<file path="config.mk">
export PLATFORM = sky130hd
export DESIGN_NAME = uart_packet_sequencer
export DESIGN_NICKNAME = d
export VERILOG_FILES = /design/src/rtl/uart_packet_sequencer.sv
export SDC_FILE = /design/constraint.sdc
export NUM_CORES = 1
export LEC_CHECK = 0
export BUFFER_PORTS_ARGS = -buffer_cell sky130_fd_sc_hd__buf_2
export CORE_MARGIN = 10
export CORE_UTILIZATION = 45
export DETAILED_ROUTE_END_ITERATION = 12
export GPL_ROUTABILITY_DRIVEN = 0
export HOLD_SLACK_MARGIN = 0.1
export SYNTH_ARGS = -nofsm -noshare
export SYNTH_HDL_FRONTEND = slang
export SYNTH_SLANG_ARGS = --single-unit
</file>
<file path="constraint.sdc">
create_clock -name clk -period 2.62 [get_ports clk]
set_clock_uncertainty 0.1 [all_clocks]
set_input_delay 0.524 -clock clk [delete_from_list [all_inputs] [get_ports clk]]
set_output_delay 0.524 -clock clk [all_outputs]
set_load 0.01 [all_outputs]
</file>
<file path="src/rtl/uart_packet_sequencer.sv">
// uart_packet_sequencer: frames the UART byte stream into XOR-checksummed packets and
// streams verified payloads to the modulator. Define PKT_STATS_EN for event counters.
module uart_packet_sequencer #(
    parameter int         MAX_LEN   = 32,
    parameter logic [7:0] SYNC_BYTE = 8'hA5,
    parameter int         TIMEOUT   = 20000
) (
    input  logic        clk,
    input  logic        rst_n,
    input  logic [8:0]  uart_word,
    input  logic        uart_ready,
    output logic [7:0]  tx_data,
    output logic        tx_valid,
    output logic        tx_last,
    input  logic        tx_ready,
`ifdef PKT_STATS_EN
    output logic [15:0] stat_ok,
    output logic [15:0] stat_csum_err,
    output logic [15:0] stat_len_err,
    output logic [15:0] stat_timeout,
`endif
    output logic        busy,
    output logic        pkt_drop
);

    localparam int         PTR_W     = $clog2(MAX_LEN + 1);
    localparam int         IDX_W     = (MAX_LEN > 1) ? $clog2(MAX_LEN) : 1;
    localparam int         CNT_W     = $clog2(TIMEOUT + 1);
    localparam logic [8:0] MAX_LEN_B = 9'(MAX_LEN);

    typedef enum logic [2:0] {S_HUNT, S_LEN, S_PAYLOAD, S_CHECK, S_SEND} state_e;
    typedef enum logic [1:0] {DROP_NONE, DROP_LEN, DROP_CSUM, DROP_TIMEOUT} drop_e;

    state_e             state_q, state_d;
    logic [PTR_W-1:0]   len_q, len_d;
    logic [7:0]         csum_q, csum_d;
    logic [PTR_W-1:0]   wr_ptr_q, wr_ptr_d, wr_next;
    logic [PTR_W-1:0]   rd_ptr_q, rd_ptr_d, rd_next;
    logic [CNT_W-1:0]   cnt_q, cnt_d;
    logic [7:0]         tx_data_q, tx_data_d;
    logic               tx_valid_q, tx_valid_d;
    logic               tx_last_q, tx_last_d;
    logic               pkt_drop_q, pkt_drop_d;
    logic               sync1_q, sync2_q, sync3_q;
    logic               strobe_q, strobe_d;
    logic               buf_we, in_frame, timed_out;
    drop_e              drop_cause;
    logic [7:0]         pkt_buf_q [MAX_LEN];

    logic [7:0] rx_byte;
    logic       unused_word_msb;
    assign rx_byte         = uart_word[7:0];
    assign unused_word_msb = uart_word[8];

    // NOTE: every always_comb output gets a default first so no path can infer a latch.
    always_comb begin
        state_d    = state_q;
        len_d      = len_q;
        csum_d     = csum_q;
        wr_ptr_d   = wr_ptr_q;
        rd_ptr_d   = rd_ptr_q;
        tx_data_d  = tx_data_q;
        tx_valid_d = tx_valid_q;
        tx_last_d  = tx_last_q;
        buf_we     = 1'b0;
        drop_cause = DROP_NONE;
        strobe_d   = sync2_q & ~sync3_q;
        wr_next    = wr_ptr_q + PTR_W'(1);
        rd_next    = rd_ptr_q + PTR_W'(1);
        in_frame   = (state_q == S_LEN) || (state_q == S_PAYLOAD) || (state_q == S_CHECK);
        timed_out  = in_frame && !strobe_q && (cnt_q == CNT_W'(TIMEOUT - 1));
        cnt_d      = (in_frame && !strobe_q && !timed_out) ? cnt_q + CNT_W'(1) : '0;

        case (state_q)
            S_HUNT: begin
                if (strobe_q && rx_byte == SYNC_BYTE) state_d = S_LEN;
            end
            S_LEN: begin
                if (strobe_q) begin
                    if (rx_byte == 8'd0 || {1'b0, rx_byte} > MAX_LEN_B) begin
                        drop_cause = DROP_LEN;
                    end else begin
                        len_d    = rx_byte[PTR_W-1:0];
                        csum_d   = rx_byte;
                        wr_ptr_d = '0;
                        state_d  = S_PAYLOAD;
                    end
                end else if (timed_out) begin
                    drop_cause = DROP_TIMEOUT;
                end
            end
            S_PAYLOAD: begin
                if (strobe_q) begin
                    buf_we   = 1'b1;
                    csum_d   = csum_q ^ rx_byte;
                    wr_ptr_d = wr_next;
                    if (wr_next == len_q) state_d = S_CHECK;
                end else if (timed_out) begin
                    drop_cause = DROP_TIMEOUT;
                end
            end
            S_CHECK: begin
                if (strobe_q) begin
                    if (rx_byte == csum_q) begin
                        rd_ptr_d   = '0;
                        tx_data_d  = pkt_buf_q[0];
                        tx_valid_d = 1'b1;
                        tx_last_d  = (len_q == PTR_W'(1));
                        state_d    = S_SEND;
                    end else begin
                        drop_cause = DROP_CSUM;
                    end
                end else if (timed_out) begin
                    drop_cause = DROP_TIMEOUT;
                end
            end
            S_SEND: begin
                // The next beat is preloaded on each accept so beats stream back-to-back.
                if (tx_valid_q && tx_ready) begin
                    if (tx_last_q) begin
                        tx_valid_d = 1'b0;
                        tx_last_d  = 1'b0;
                        state_d    = S_HUNT;
                    end else begin
                        rd_ptr_d  = rd_next;
                        tx_data_d = pkt_buf_q[rd_next[IDX_W-1:0]];
                        tx_last_d = (rd_next == len_q - PTR_W'(1));
                    end
                end
            end
            default: state_d = S_HUNT;
        endcase

        pkt_drop_d = (drop_cause != DROP_NONE);
        if (pkt_drop_d) state_d = S_HUNT;
    end

    // NOTE: sequential state uses non-blocking assignments so every flop samples pre-edge values.
    always_ff @(posedge clk or negedge rst_n) begin
        if (!rst_n) begin
            state_q    <= S_HUNT;
            len_q      <= '0;
            csum_q     <= '0;
            wr_ptr_q   <= '0;
            rd_ptr_q   <= '0;
            cnt_q      <= '0;
            tx_data_q  <= '0;
            tx_valid_q <= 1'b0;
            tx_last_q  <= 1'b0;
            pkt_drop_q <= 1'b0;
            sync1_q    <= 1'b0;
            sync2_q    <= 1'b0;
            sync3_q    <= 1'b0;
            strobe_q   <= 1'b0;
        end else begin
            state_q    <= state_d;
            len_q      <= len_d;
            csum_q     <= csum_d;
            wr_ptr_q   <= wr_ptr_d;
            rd_ptr_q   <= rd_ptr_d;
            cnt_q      <= cnt_d;
            tx_data_q  <= tx_data_d;
            tx_valid_q <= tx_valid_d;
            tx_last_q  <= tx_last_d;
            pkt_drop_q <= pkt_drop_d;
            sync1_q    <= uart_ready;
            sync2_q    <= sync1_q;
            sync3_q    <= sync2_q;
            strobe_q   <= strobe_d;
        end
    end

    // NOTE: the packet buffer is not reset; it is always written before it is read.
    always_ff @(posedge clk) begin
        if (buf_we) pkt_buf_q[wr_ptr_q[IDX_W-1:0]] <= rx_byte;
    end

    assign tx_data  = tx_data_q;
    assign tx_valid = tx_valid_q;
    assign tx_last  = tx_last_q;
    assign pkt_drop = pkt_drop_q;
    assign busy     = (state_q != S_HUNT);

`ifdef PKT_STATS_EN
    logic [15:0] stat_ok_q, stat_ok_d;
    logic [15:0] stat_csum_q, stat_csum_d;
    logic [15:0] stat_len_q, stat_len_d;
    logic [15:0] stat_to_q, stat_to_d;
    logic        ok_evt;

    function automatic logic [15:0] sat_inc(input logic [15:0] v, input logic en);
        return (en && v != 16'hFFFF) ? v + 16'd1 : v;
    endfunction

    assign ok_evt = (state_q == S_SEND) && tx_valid_q && tx_ready && tx_last_q;

    always_comb begin
        stat_ok_d   = sat_inc(stat_ok_q, ok_evt);
        stat_csum_d = sat_inc(stat_csum_q, drop_cause == DROP_CSUM);
        stat_len_d  = sat_inc(stat_len_q, drop_cause == DROP_LEN);
        stat_to_d   = sat_inc(stat_to_q, drop_cause == DROP_TIMEOUT);
    end

    always_ff @(posedge clk or negedge rst_n) begin
        if (!rst_n) begin
            stat_ok_q   <= '0;
            stat_csum_q <= '0;
            stat_len_q  <= '0;
            stat_to_q   <= '0;
        end else begin
            stat_ok_q   <= stat_ok_d;
            stat_csum_q <= stat_csum_d;
            stat_len_q  <= stat_len_d;
            stat_to_q   <= stat_to_d;
        end
    end

    assign stat_ok       = stat_ok_q;
    assign stat_csum_err = stat_csum_q;
    assign stat_len_err  = stat_len_q;
    assign stat_timeout  = stat_to_q;
`endif

endmodule
</file>
==> results.txt, run 1 <==
- The synthesized design contains approximately 260 enable-type register cells.
- Part of the total power dissipated in sequential elements: 0.496
- The repair_antennas step left the layout with diodes totalling 0.
* End point of the most critical hold path: sync2_q
- Switching Fraction: 0.238
- The most used flip-flop cell after synthesis is edfxtp_1.
- The critical path is of the reg -> reg type.
- Top Ports: 25
- At the end of the flow the core is filled with cells to 0.540.
- Setup repair after global routing left no endpoint under its margin.
- Number of violations of the max-capacitance limit: 0
- The detail route stage leaves a number of antenna-violating nets equal to 0.
- CTS built an H-tree with a depth of 2.
- Counting the buffers created by CTS gives 35.
- Count of unique library cells instantiated by Yosys: 53
- Number of placement rows: 62
- 1st-iter DRT viols: 602
- In the global route stage, overall resource usage came out at 0.170.
- Power density relative to cell area: 755 nW/um2
- Adder-cell share of the synthesized area: 0.00751
* Source of the worst hold timing path: sync1_q
- Worst Reg-to-Reg Cells: 9
* Final Instance Area: around 16,000 um2
- Quantity of gates resized following cts: 0
- For this design, the sink count on the clock tree is around 320.
* Fin. Hold Viols: 0
- Antenna violations before repair: 0
* Category of the worst setup path launch point: register
* Mux share of post-synthesis cell area: 0.120
- The core region is 28,900 um2.
* Routed WL: 30,800 um
- DRC violation count after routing: 0
* Setup WS pre-CTS: -0.111 ns
- The setup check on the worst reg-to-reg path leaves a slack of approximately 0.14 ns.
- For this run, asynchronously set or reset flops after synthesis account for 0.187.
* Final setup violation count: 0
- For this run, the register share of the synthesized area comes to 0.688.
- The first global-routing pass estimated 47,500 um of wire.
- The Yosys step of the flow raised 0 warnings.
* Internal: 8.98 mW
- Leaving out fill and tap cells, the most frequent cell in the layout is edfxtp_1.
- Seq cells post-synth: 315
- The count of pins over their slew limit came to 0.
* Reg-to-reg endpoint: tx_data[4]
- Die width: 192 um
* Data required time at the worst endpoint: 2.91 ns
* Result of the run: finished clean
- In the finished design, the share of the clock period the worst path needs comes to 0.945.
- Clock group share of total power: 0.395
- Largest family of logic cells by synthesized area: multiplexers
- Setup slack closes at 0.144 ns.
* Wire length per cell: 22.3 um
- Worst reg2reg startpoint: rd_ptr_q[0]
- For this design the static power due to leakage is 5.45 nW.
* Psw: about 2.8 mW
- Of the total synthesized cell area, the portion taken by XOR and XNOR cells is 0.0309.
- The later pin in the worst-skew pair is clocked with a latency of 0.50 ns.
* Die area: 36,900 um2
- Dividing the detail-routed via count by the number of cells gives 5.61.
- Detailed Place HPWL: 20,800 um
- Final net count: 994
* Highest clock frequency the design can meet: roughly 400 MHz
* Global route overflow: 0
- Number of standard cells after synthesis: 859
- In this run the deepest clock path goes through 3 buffers.
* Die span in y: 192 um
- The tree is rooted in a clkbuf_16.
- In this run the worst path has a maximum fanout of 9.
- The first TritonRoute pass finished after 5 iterations.
- Peak supply drop: 428 uV
- Across all layers, the routed design uses 7,735 vias.
- Maximum number of pins on one net before global-route repair: 60
* CP Data Arrival Time: 2.76 ns
- Post-Synth Simple-Gate Area: 0.0914
* Fraction of the mapped netlist area in compound gates: 0.0433
- Portion of total power attributed to combinational logic: 0.109
- After synthesis the cells add up to 13,300 um2.
- The worst hold path was traced through 0 stages.
- In the layout the commonest cells are edfxtp_1, buf_4, nand2_1.
- In this run the mean area of a mapped cell was about 16 um2.
* Kind of capture point of the worst setup path: register
- Subtracting the final worst setup slack from the clock period gives 2.48 ns.
* TritonCTS clock tree: yes
- Synthesis-to-finish area growth: 17.3%
* Initial cell density of the core: 0.460
- Clock-pin slew was measured on the worst setup and hold paths at 0.06 ns.
- Hold crit path type: reg -> reg
- Ratio of cells with drive above 1 in the final layout: 0.241
- The via count of the first global-routing pass is 7,880.
* Cell area reported after detailed placement: 14,500 um2
- Mapped Nets: ~900
- Port buffering added 23 buffers.
- For the pin with the worst max-slew slack, the measured transition is between 0.7 and 0.8 ns.
* Worst max-slew margin expressed relative to the limit: 0.478
[through the flow]
step           hold slack, ns  std cells  setup TNS (ns)  power (mW)
6_report                0.248       1379               0        11.8
4_1_cts                 0.254       1379               0        11.9
2_1_floorplan           0.128        859               0        6.77
3_5_place_dp            0.241       1318           -1.06        7.24
5_1_grt                 0.261       1379               0        12.3
3_3_place_gp            0.238       1318          -0.433        7.21
[sequential cells by signal (all words and copies together), names as in the netlist]
| name | flops |
|---|---|
| tx_data | 8 |
| rd_ptr_q | 6 |
| strobe_q | 1 |
| pkt_drop | 1 |
| cnt_q | 15 |
| state_q | 3 |
| sync2_q | 1 |
| tx_last | 1 |
| len_q | 6 |
| tx_valid | 1 |
| pkt_buf_q | 256 |
| wr_ptr_q | 6 |
| sync3_q | 1 |
| csum_q | 8 |
| sync1_q | 1 |
[timing repair]
action                                 in CTS  in global routing
endpoints found under the hold margin       3                  0
setup buffers                               0                  0
hold buffers                                2                  0
[per-layer routing]
layer  routed length [um]  global-route usage  vias to the layer above
met4                  571              0.0465                        0
met1                14000               0.239                     3964
met2                14400               0.263                      194
met3                 1750              0.0346                       41
met5                    0                   0                        -
li1                     -                   -                     3536
[logic make-up (layout without fill, tap and decap cells)]
kind of cell    count (synthesis)  in the layout
xor+xnor                       47             47
simple gates                  256            256
fa+ha+maj                       8              8
mux                            89             89
buf+inv                        59            195
compound gates                 85             85
flops                         315            315
[how the worst max path moves through the flow]
stage | from | to
global placement | uart_word[1] | wr_ptr_q[2]
floorplan | uart_word[4] | len_q[0]
detailed placement | uart_word[3] | tx_data[3]
global route | rd_ptr_q[0] | tx_data[4]
CTS | rd_ptr_q[0] | tx_data[4]
finish | rd_ptr_q[0] | tx_data[4]
[cell type report]
cell class	instances	area, um2
timing repair buffer	126	918
sequential	315	9170
multi-input combinational	485	3930
inverter	10	37.5
tap	384	480
clock inverter	13	106
fill	2361	13300
clock buffer	46	980
[synth_stat cells (3+ instances only)]
master | count | area share
a32oi_1 | 13 | 0.0085
a21oi_1 | 20 | 0.0075
xnor2_1 | 32 | 0.021
a32o_1 | 4 | 0.0030
dfrtp_1 | 59 | 0.11
nand3b_1 | 4 | 0.0023
nor4_1 | 3 | 0.0014
nor2_1 | 66 | 0.019
nand2_1 | 77 | 0.022
nor3b_1 | 3 | 0.0017
o21ai_0 | 20 | 0.0075
clkbuf_1 | 28 | 0.0079
a22o_1 | 4 | 0.0026
buf_2 | 15 | 0.0056
and3_1 | 4 | 0.0019
ha_1 | 8 | 0.0075
nand3_1 | 54 | 0.020
o31ai_1 | 4 | 0.0023
buf_1 | 4 | 0.0011
o211ai_1 | 5 | 0.0028
or3_1 | 5 | 0.0023
nand4_1 | 22 | 0.010
xor2_1 | 15 | 0.0099
mux4_2 | 54 | 0.091
a31oi_1 | 3 | 0.0014
nor3_1 | 3 | 0.0011
mux2i_1 | 29 | 0.022
mux2_4 | 6 | 0.0068
edfxtp_1 | 256 | 0.58
inv_1 | 10 | 0.0028
or3b_2 | 3 | 0.0020
[power groups by stage]
stage               logic, mW  clock network [mW]  registers (mW)
CTS                      1.31                4.76            5.84
detailed placement       1.30                   0            5.94
global route             1.45                4.96            5.87
global placement         1.28                   0            5.93
finish                   1.29                4.66            5.84
floorplan               0.873                   0            5.89
[critical path, stage by stage (launching register included)]
cell and delay [ns]:
dfrtp_2 0.44, ha_4 0.19, xor2_4 0.36, mux4_2 0.38
mux2i_1 0.28, a32oi_1 0.14, buf_4 0.17, nand3_1 0.06
buf_4 0.15, nand3_1 0.07
(Power assumes the default switching activity.)
==> run 2, diff against run 1 <==
--- a/config.mk
+++ b/config.mk
@@ -7,10 +7,11 @@
 export LEC_CHECK = 0
 export BUFFER_PORTS_ARGS = -buffer_cell sky130_fd_sc_hd__buf_2
 export CORE_MARGIN = 10
-export CORE_UTILIZATION = 45
+export CORE_UTILIZATION = 56
 export DETAILED_ROUTE_END_ITERATION = 12
 export GPL_ROUTABILITY_DRIVEN = 0
 export HOLD_SLACK_MARGIN = 0.1
+export PLACE_DENSITY = 0.75
 export SYNTH_ARGS = -nofsm -noshare
 export SYNTH_HDL_FRONTEND = slang
 export SYNTH_SLANG_ARGS = --single-unit
==> constraint.sdc (replaced) <==
create_clock -name clk -period 2 [get_ports clk]
set_clock_uncertainty 0.1 [all_clocks]
set_input_delay 0.4 -clock clk [delete_from_list [all_inputs] [get_ports clk]]
set_output_delay 0.4 -clock clk [all_outputs]
set_load 0.01 [all_outputs]
==> results.txt, run 2 (synthesized netlist as in run 1, its figures left out) <==
- Internal: 11.7 mW
- The number of failing hold endpoints at the final stage came to 0.
- The worst-case IR drop observed on VDD is 676 uV.
- The die is 174 um tall.
* GRT Overall Usage: 0.219
- The worst hold path belongs to the class in -> reg.
- Psw: approximately 4.0 mW
- Detailed Place HPWL: 21,800 um
* Final ANT Viol Nets: 0
- Summed over all layers, the routed wires come to 35,600 um.
* Final worst-path setup slack: -0.349 ns
- Number of fillers in the final layout: 1,325
- Clk pin slew, worst setup/hold paths: 0.06 ns
- Global-route track usage on met3: 0.0303
- Kind of capture point of the worst setup path: register
* Number of violations of the max-capacitance limit: 0
- For this run, design rule violations remaining after detail routing come to 0.
- Wire length per cell: roughly 26 um
* Data required time at the worst endpoint: 2.28 ns
- Number of cells in the design after placement: 1,303
- Share of the core filled with cells in the final layout: 0.731
* Final net count: 1,073
* Overall Power: 15.6 mW
* Routing usage on met2: 0.363
- The worst pin sits at a relative slew slack of 0.669.
- The core region is 23,500 um2.
- The floorplan step defined a die boundary enclosing 30,400 um2.
* Synthesis-to-finish area growth: 28.8%
- After the first detailed-routing iteration, the DRC count stood at 994.
* CTS Root Cell: clkbuf_16
- The smallest clock period supported by the final layout is computed as 2.35 ns.
- CTS buffer count: 34
* Highest clock frequency the design can meet: ~430 MHz
- Category of the most critical setup path: reg -> reg
* Setup total negative slack: -6.42 ns
- Ratio of routed vias to standard cells: 6.25
* Maximum number of pins on one net before global-route repair: 60
- Later-pin clock latency in the skew report: roughly 0.51 ns
- In this run the cell area measured after placement is ~15,000 um2.
* Violations in the final reports: setup timing
* Most used cells in the layout excluding fill and tap cells: edfxtp_1, buf_4, nand2_1
- Switching Fraction: 0.254
* Number of cells in the finished layout apart from fillers: 1,395
- The number of antenna diodes in the final layout is 0.
- Clock group share of total power: 0.364
- Data on the critical path arrives at its endpoint at 2.63 ns.
- Global route overflow: 0
- Final hold analysis gives a worst-case slack of 0.162 ns.
- Count of vias placed by the detailed router: 8,723
- Clock sink count: 315
- The count of pins over their slew limit was 0.
- TritonCTS clock tree: yes
- The first detailed-routing pass took 5 iterations.
- Setup repair after global routing could not meet its margin everywhere.
* Antenna violations before repair: 2
- In this run the worst path has a maximum fanout of 5.
- STA classifies the critical path startpoint as a register.
- Buffers placed on the I/O ports in this run total 23.
* Max FFs per register: 256
* Part of the total power dissipated in sequential elements: 0.491
- Max clock buf depth: 3
- Ratio of cells with drive above 1 in the final layout: 0.375
- Most common cell after layout, fill and taps aside: edfxtp_1
* GR Layer Usage met1: 0.292
- The H-tree generated during clock tree synthesis spans 2 levels.
- In this run the static leakage power is around 6 nW.
- Final Instance Area: 17,200 um2
* Final critical-path share of the clock period: 1.17
- In this run the count of I/O pins placed on the die edge is 25.
- Layer with the highest usage after global routing: met2
* Setup WS pre-CTS: -0.475 ns
- Initial cell density of the core: 0.568
- Die width: 174 um
- Final setup violation count: 96
* Slew of the pin with the lowest slew margin: 0.497 ns
* Via count of the first global-routing pass: 8,497
- Power density relative to cell area: 911 nW/um2
* Result of the run: finished with violations
- Number of placement rows: 56
- The first global-routing pass estimated between 50,000 and 60,000 um of wire.
* Portion of total power attributed to combinational logic: 0.146
run 2: metal layers:
layer / up-vias / part of all wire
met5: - / 0
met4: 0 / 0.033
met2: 510 / 0.50
met3: 102 / 0.083
met1: 4397 / 0.38
li1: 3714 / -
run 2: cell type report:
cell class	count	area, um2	share of cell area
Tap cell	319	399	0.0233
Clock inverter	15	76.3	0.00445
Sequential cell	315	9170	0.534
Timing Repair Buffer	206	2140	0.124
Clock buffer	45	923	0.0538
Inverter	10	37.5	0.00219
Multi-Input combinational cell	485	4420	0.258
run 2: final timing paths:
kind	startpoint	to	slack, ns	depth (start not counted)
worst min register to register	sync1_q	sync2_q	0.25	0
worst max register to register	rd_ptr_q[1]	tx_data[5]	-0.35	8
min in group asynchronous	rst_n	cnt_q[11]	0.33	3
worst max-delay path	rd_ptr_q[1]	tx_data[5]	-0.35	8
max in group asynchronous	rst_n	rd_ptr_q[0]	1.16	3
worst min-delay path	uart_word[6]	csum_q[6]	0.16	2
run 2: critical path, cell delays in order (launching register included):
cell and delay (ns):
dfrtp_2 0.44, ha_4 0.34, buf_12 0.14, buf_12 0.13, mux4_2 0.51, mux2i_2 0.23
a32oi_1 0.10, nand3_1 0.14, nand3_1 0.10
run 2: repair_timing:
action,CTS,global route
hold buffers,2,0
setup buffers,14,14
gates cloned,1,3
endpoints found under the setup margin,72,172
pin swaps,9,25
hold endpoints to repair,60,0
resized for setup,39,90
run 2: power by group through the flow:
stage | clock, mW | combinational (mW) | sequential [mW]
after CTS | 5.71 | 2.09 | 7.65
after floorplan | 0 | 1.20 | 7.73
after detailed placement | 0 | 1.95 | 7.77
after global placement | 0 | 1.89 | 7.76
after global routing | 5.95 | 2.47 | 7.70
final | 5.68 | 2.28 | 7.67
==> run 3, diff against run 2 <==
--- a/config.mk
+++ b/config.mk
@@ -5,13 +5,14 @@
 export SDC_FILE = /design/constraint.sdc
 export NUM_CORES = 1
 export LEC_CHECK = 0
+export ABC_AREA = 1
 export BUFFER_PORTS_ARGS = -buffer_cell sky130_fd_sc_hd__buf_2
 export CORE_MARGIN = 10
-export CORE_UTILIZATION = 56
+export CORE_UTILIZATION = 57
 export DETAILED_ROUTE_END_ITERATION = 12
 export GPL_ROUTABILITY_DRIVEN = 0
 export HOLD_SLACK_MARGIN = 0.1
-export PLACE_DENSITY = 0.75
+export PLACE_DENSITY = 0.76
 export SYNTH_ARGS = -nofsm -noshare
 export SYNTH_HDL_FRONTEND = slang
 export SYNTH_SLANG_ARGS = --single-unit
==> results.txt, run 3 <==
- Fin. Hold Viols: 0
- The count of buffers added on input and output ports is 23.
- Leakage power: 6.33 nW
* Count of unique library cells instantiated by Yosys: 35
* Kind of capture point of the worst setup path: register
- Row generation in the floorplan step produced 56 rows.
- Summing all non-filler instances in the final layout gives an area of about 16,000 um2.
- Count of yosys warnings during synthesis: 0
- The register with the most flip-flops in the layout has 256 of them.
* DRC violation count after routing: 0
- Routing usage on met2: 0.378
* Psw: 4.99 mW
* Clock sink count: 315
- CP Data Arrival Time: 2.49 ns
- Biggest area contributors in the synthesized netlist: edfxtp_1, dfrtp_1, nor2_1, nand3_1, o21ai_0
* Portion of total power attributed to combinational logic: 0.201
- Worst Reg-to-Reg Cells: 11
- Initial cell density of the core: 0.583
- Most used flip-flop cell after synthesis: edfxtp_1
- Clock latency on the worst-skew pair, taken at its later pin, is 0.52 ns.
* Number of fillers in the final layout: between 1,500 and 2,000
- Seq/Total Area, Yosys: 0.666
- Most instantiated cells after synthesis: nor2_1, edfxtp_1, nand2_1, nand3_1, o21ai_0
- In the synthesized netlist, the number of instances is 1,325.
- Of the total synthesized cell area, the portion taken by AND, OR, NAND and NOR gates is 0.190.
- Seq cells post-synth: between 300 and 400
* Violations in the final reports: setup timing
- For this run, the total global-route usage over all layers was measured as 0.224.
- STA classifies the critical path startpoint as a register.
* Via count of the first global-routing pass: 9,921
* Reg-to-reg endpoint: tx_data[4]
* Final setup violation count: 9
- Cell internal power was estimated by the tool at 12.4 mW.
- Layer with the highest usage after global routing: met2
- Across all setup checks in the final design, the least slack found is -0.186 ns.
* First-pass GRT wire length: 54,200 um
- The startpoint identified for the worst register-to-register timing path is rd_ptr_q[0].
- In this run the horizontal extent of the chip is 175 um.
- Part of the total power dissipated in sequential elements: 0.444
* Footprint of the multi-input gates: 4230 um2
- In the finished design, the share of the clock period the worst path needs comes to 1.09.
- Count of vias placed by the detailed router: roughly 10,000
- CTS Root Cell: clkbuf_16
* Max clock buf depth: 3
* Final net count: ~1,500
- The startpoint identified for the worst hold timing path is uart_word[1].
- Antenna violations before repair: 4
- Leaving out fill and tap cells, the most frequent cell in the layout is nor2_1.
- Area share of xor/xnor cells in the synthesized design: 0.00955
* Final critical path time including I/O delays and setup: around 2.2 ns
- Max-slew violation count: 0
* Most used cells in the layout excluding fill and tap cells: nor2_1, edfxtp_1, nand2_1
* RSZ-0062 raised after global routing: yes
- The first routing iteration left 1,204 violations.
- Static timing analysis puts the maximum clock frequency at 457 MHz.
- TritonCTS built the clock tree.
* Largest family of logic cells by synthesized area: simple AND/OR/NAND/NOR gates
- Sequential standard cell area: 9170 um2
- Dividing the detail-routed wire length by the instance count gives 19.5 um.
- Top Ports: 25
- Final ANT Viol Nets: 0
- Hold crit path type: in -> reg
* Ratio of routed vias to standard cells: between 5 and 6
- GR Layer Usage met1: 0.287
- Of the post-synthesis cell area, the dominant cell type holds 0.559.
- The routed design has 34,900 um of wire.
* Synthesized area: 13,800 um2
- The worst setup path is of the reg -> reg kind.
* Number of violations of the max-capacitance limit: 0
* Power density relative to cell area: 1050 nW/um2
- CTS buffer count: 34
* Detailed Place HPWL: 22,200 um
- DR pass1 iterations: 6
- Fraction of the mapped netlist area in compound gates: 0.0856
* Mux share of post-synthesis cell area: 0
- Of the total power, the share spent switching nets is 0.288.
* Slew of the pin with the lowest slew margin: between 0.7 and 0.8 ns
* Adder-cell share of the synthesized area: 0.00727
* Worst Hold Margin: 0.125 ns
- Cell area reported after detailed placement: 15,000 um2
- Ratio of cells with drive above 1 in the final layout: 0.178
- In this run the worst path has a maximum fanout of 32.
- For this run, the share of the core covered by cells in the final layout is 0.698.
- Average cell area after synthesis: 10.4 um2
- Number of stages on the worst hold path: 3
- Peak supply drop: 913 uV
* Number of synthesized flops with an enable pin: 256
- For hold timing, the worst endpoint is len_q[1].
- The number of nets handed over by synthesis was 1,346.
* Die span in y: between 150 and 200 um
* Clk pin slew, worst setup/hold paths: 0.06 ns
- The worst pin sits at a relative slew slack of 0.500.
- The run finished, with violations left.
- Setup slack on the worst reg-to-reg path comes out at -0.19 ns.
- The synthesized design spends more area on one cell type than any other, namely edfxtp_1.
- The core region is about 24,000 um2.
- Entering global routing, the biggest net connects 53 pins.
- Die area: 30,800 um2
- Of the total power, the clock network draws 0.355.
* Share of flip-flops with an asynchronous set or reset after synthesis: 0.187
- Data required time at the worst endpoint: 2.31 ns
- Compared with the post-synthesis result, the final layout area differs by 19.8%.
- Global route overflow: 0
- nor2_1 is the most common cell in the netlist.
- The H-tree generated during clock tree synthesis spans 2 levels.
- Global-route track usage on met3: 0.0345
## run 3: cell count changes after synthesis, moves of 17 or more
cell and delta:
o21ai_0 +114, nor2_1 +243, inv_1 +60, o211ai_1 +18, nand2_1 +82, mux4_2 -54, buf_2 +17, o21ai_1 +22
mux2i_1 -29, nand3_1 +84, xnor2_1 -28
## run 3: worst max-delay path by stage
stage | startpoint | endpoint | slack (ns) | depth (start not counted)
CTS | rd_ptr_q[0] | tx_data[3] | -0.09 | 11
floorplan | rd_ptr_q[0] | tx_data[0] | 0.007 | 13
global route | rd_ptr_q[0] | tx_data[1] | -0.27 | 12
detailed placement | rd_ptr_q[0] | tx_data[6] | -0.25 | 11
global placement | rd_ptr_q[0] | tx_data[3] | -0.20 | 12
finish | rd_ptr_q[0] | tx_data[4] | -0.19 | 11
## run 3: metal layers
metal	part of all wire	up-vias
met5	0	-
met4	0.032	0
met3	0.079	88
met2	0.50	465
met1	0.39	5026
li1	-	4816
## run 3: cell families (layout without fill, tap and decap cells)
logic type,Yosys count,in the layout
AND/OR/NAND/NOR,633,633
flip-flops,315,315
buffers and inverters,139,284
AO/OA/AOI/OAI,218,218
other,0,1
XOR/XNOR,12,12
adder cells (fa/ha/maj),8,8
## run 3: what timing repair did
item,4_1_cts,5_1_grt
hold buffers,2,0
endpoints found under the setup margin,8,271
hold endpoints to repair,28,0
setup buffers,2,5
cloned,2,0
pin swaps,9,6
resized for setup,33,57
## run 3: area by class of cell
cell class / count / share of cell area
antenna: 1 / 0.000152
clock buffer: 40 / 0.0530
clock inverter: 21 / 0.0134
inverter: 78 / 0.0181
multi-input combinational: 871 / 0.256
sequential: 315 / 0.556
tap: 319 / 0.0242
timing repair buffer: 145 / 0.0790
## run 3: worst max-delay path, stage by stage, from the launching register on
cell and delay [ns]:
dfrtp_4 0.42, buf_4 0.18, inv_2 0.09, buf_12 0.18
o21ai_0 0.33, nand3_1 0.16, nand3_1 0.12, nand3_1 0.16
nand2_1 0.11, nand2_1 0.09, nand2_1 0.08, nand2_1 0.04
## run 3: metrics by stage
stage	setup WS (ns)	setup TNS [ns]	power (mW)	cells
2_1_floorplan	0.00741	0	9.83	1325
3_3_place_gp	-0.204	-1.50	10.9	1717
3_5_place_dp	-0.250	-1.85	11.0	1717
4_1_cts	-0.0905	-0.661	17.2	1784
5_1_grt	-0.270	-3.54	18.1	1789
6_report	-0.186	-1.02	17.4	1790
## run 3: power groups by stage
| stage | clock (mW) | combinational, mW | sequential [mW] |
|---|---|---|---|
| floorplan | 0 | 2.02 | 7.81 |
| global placement | 0 | 3.06 | 7.81 |
| detailed placement | 0 | 3.16 | 7.83 |
| CTS | 6.22 | 3.28 | 7.70 |
| global route | 6.49 | 3.90 | 7.74 |
| finish | 6.16 | 3.49 | 7.71 |
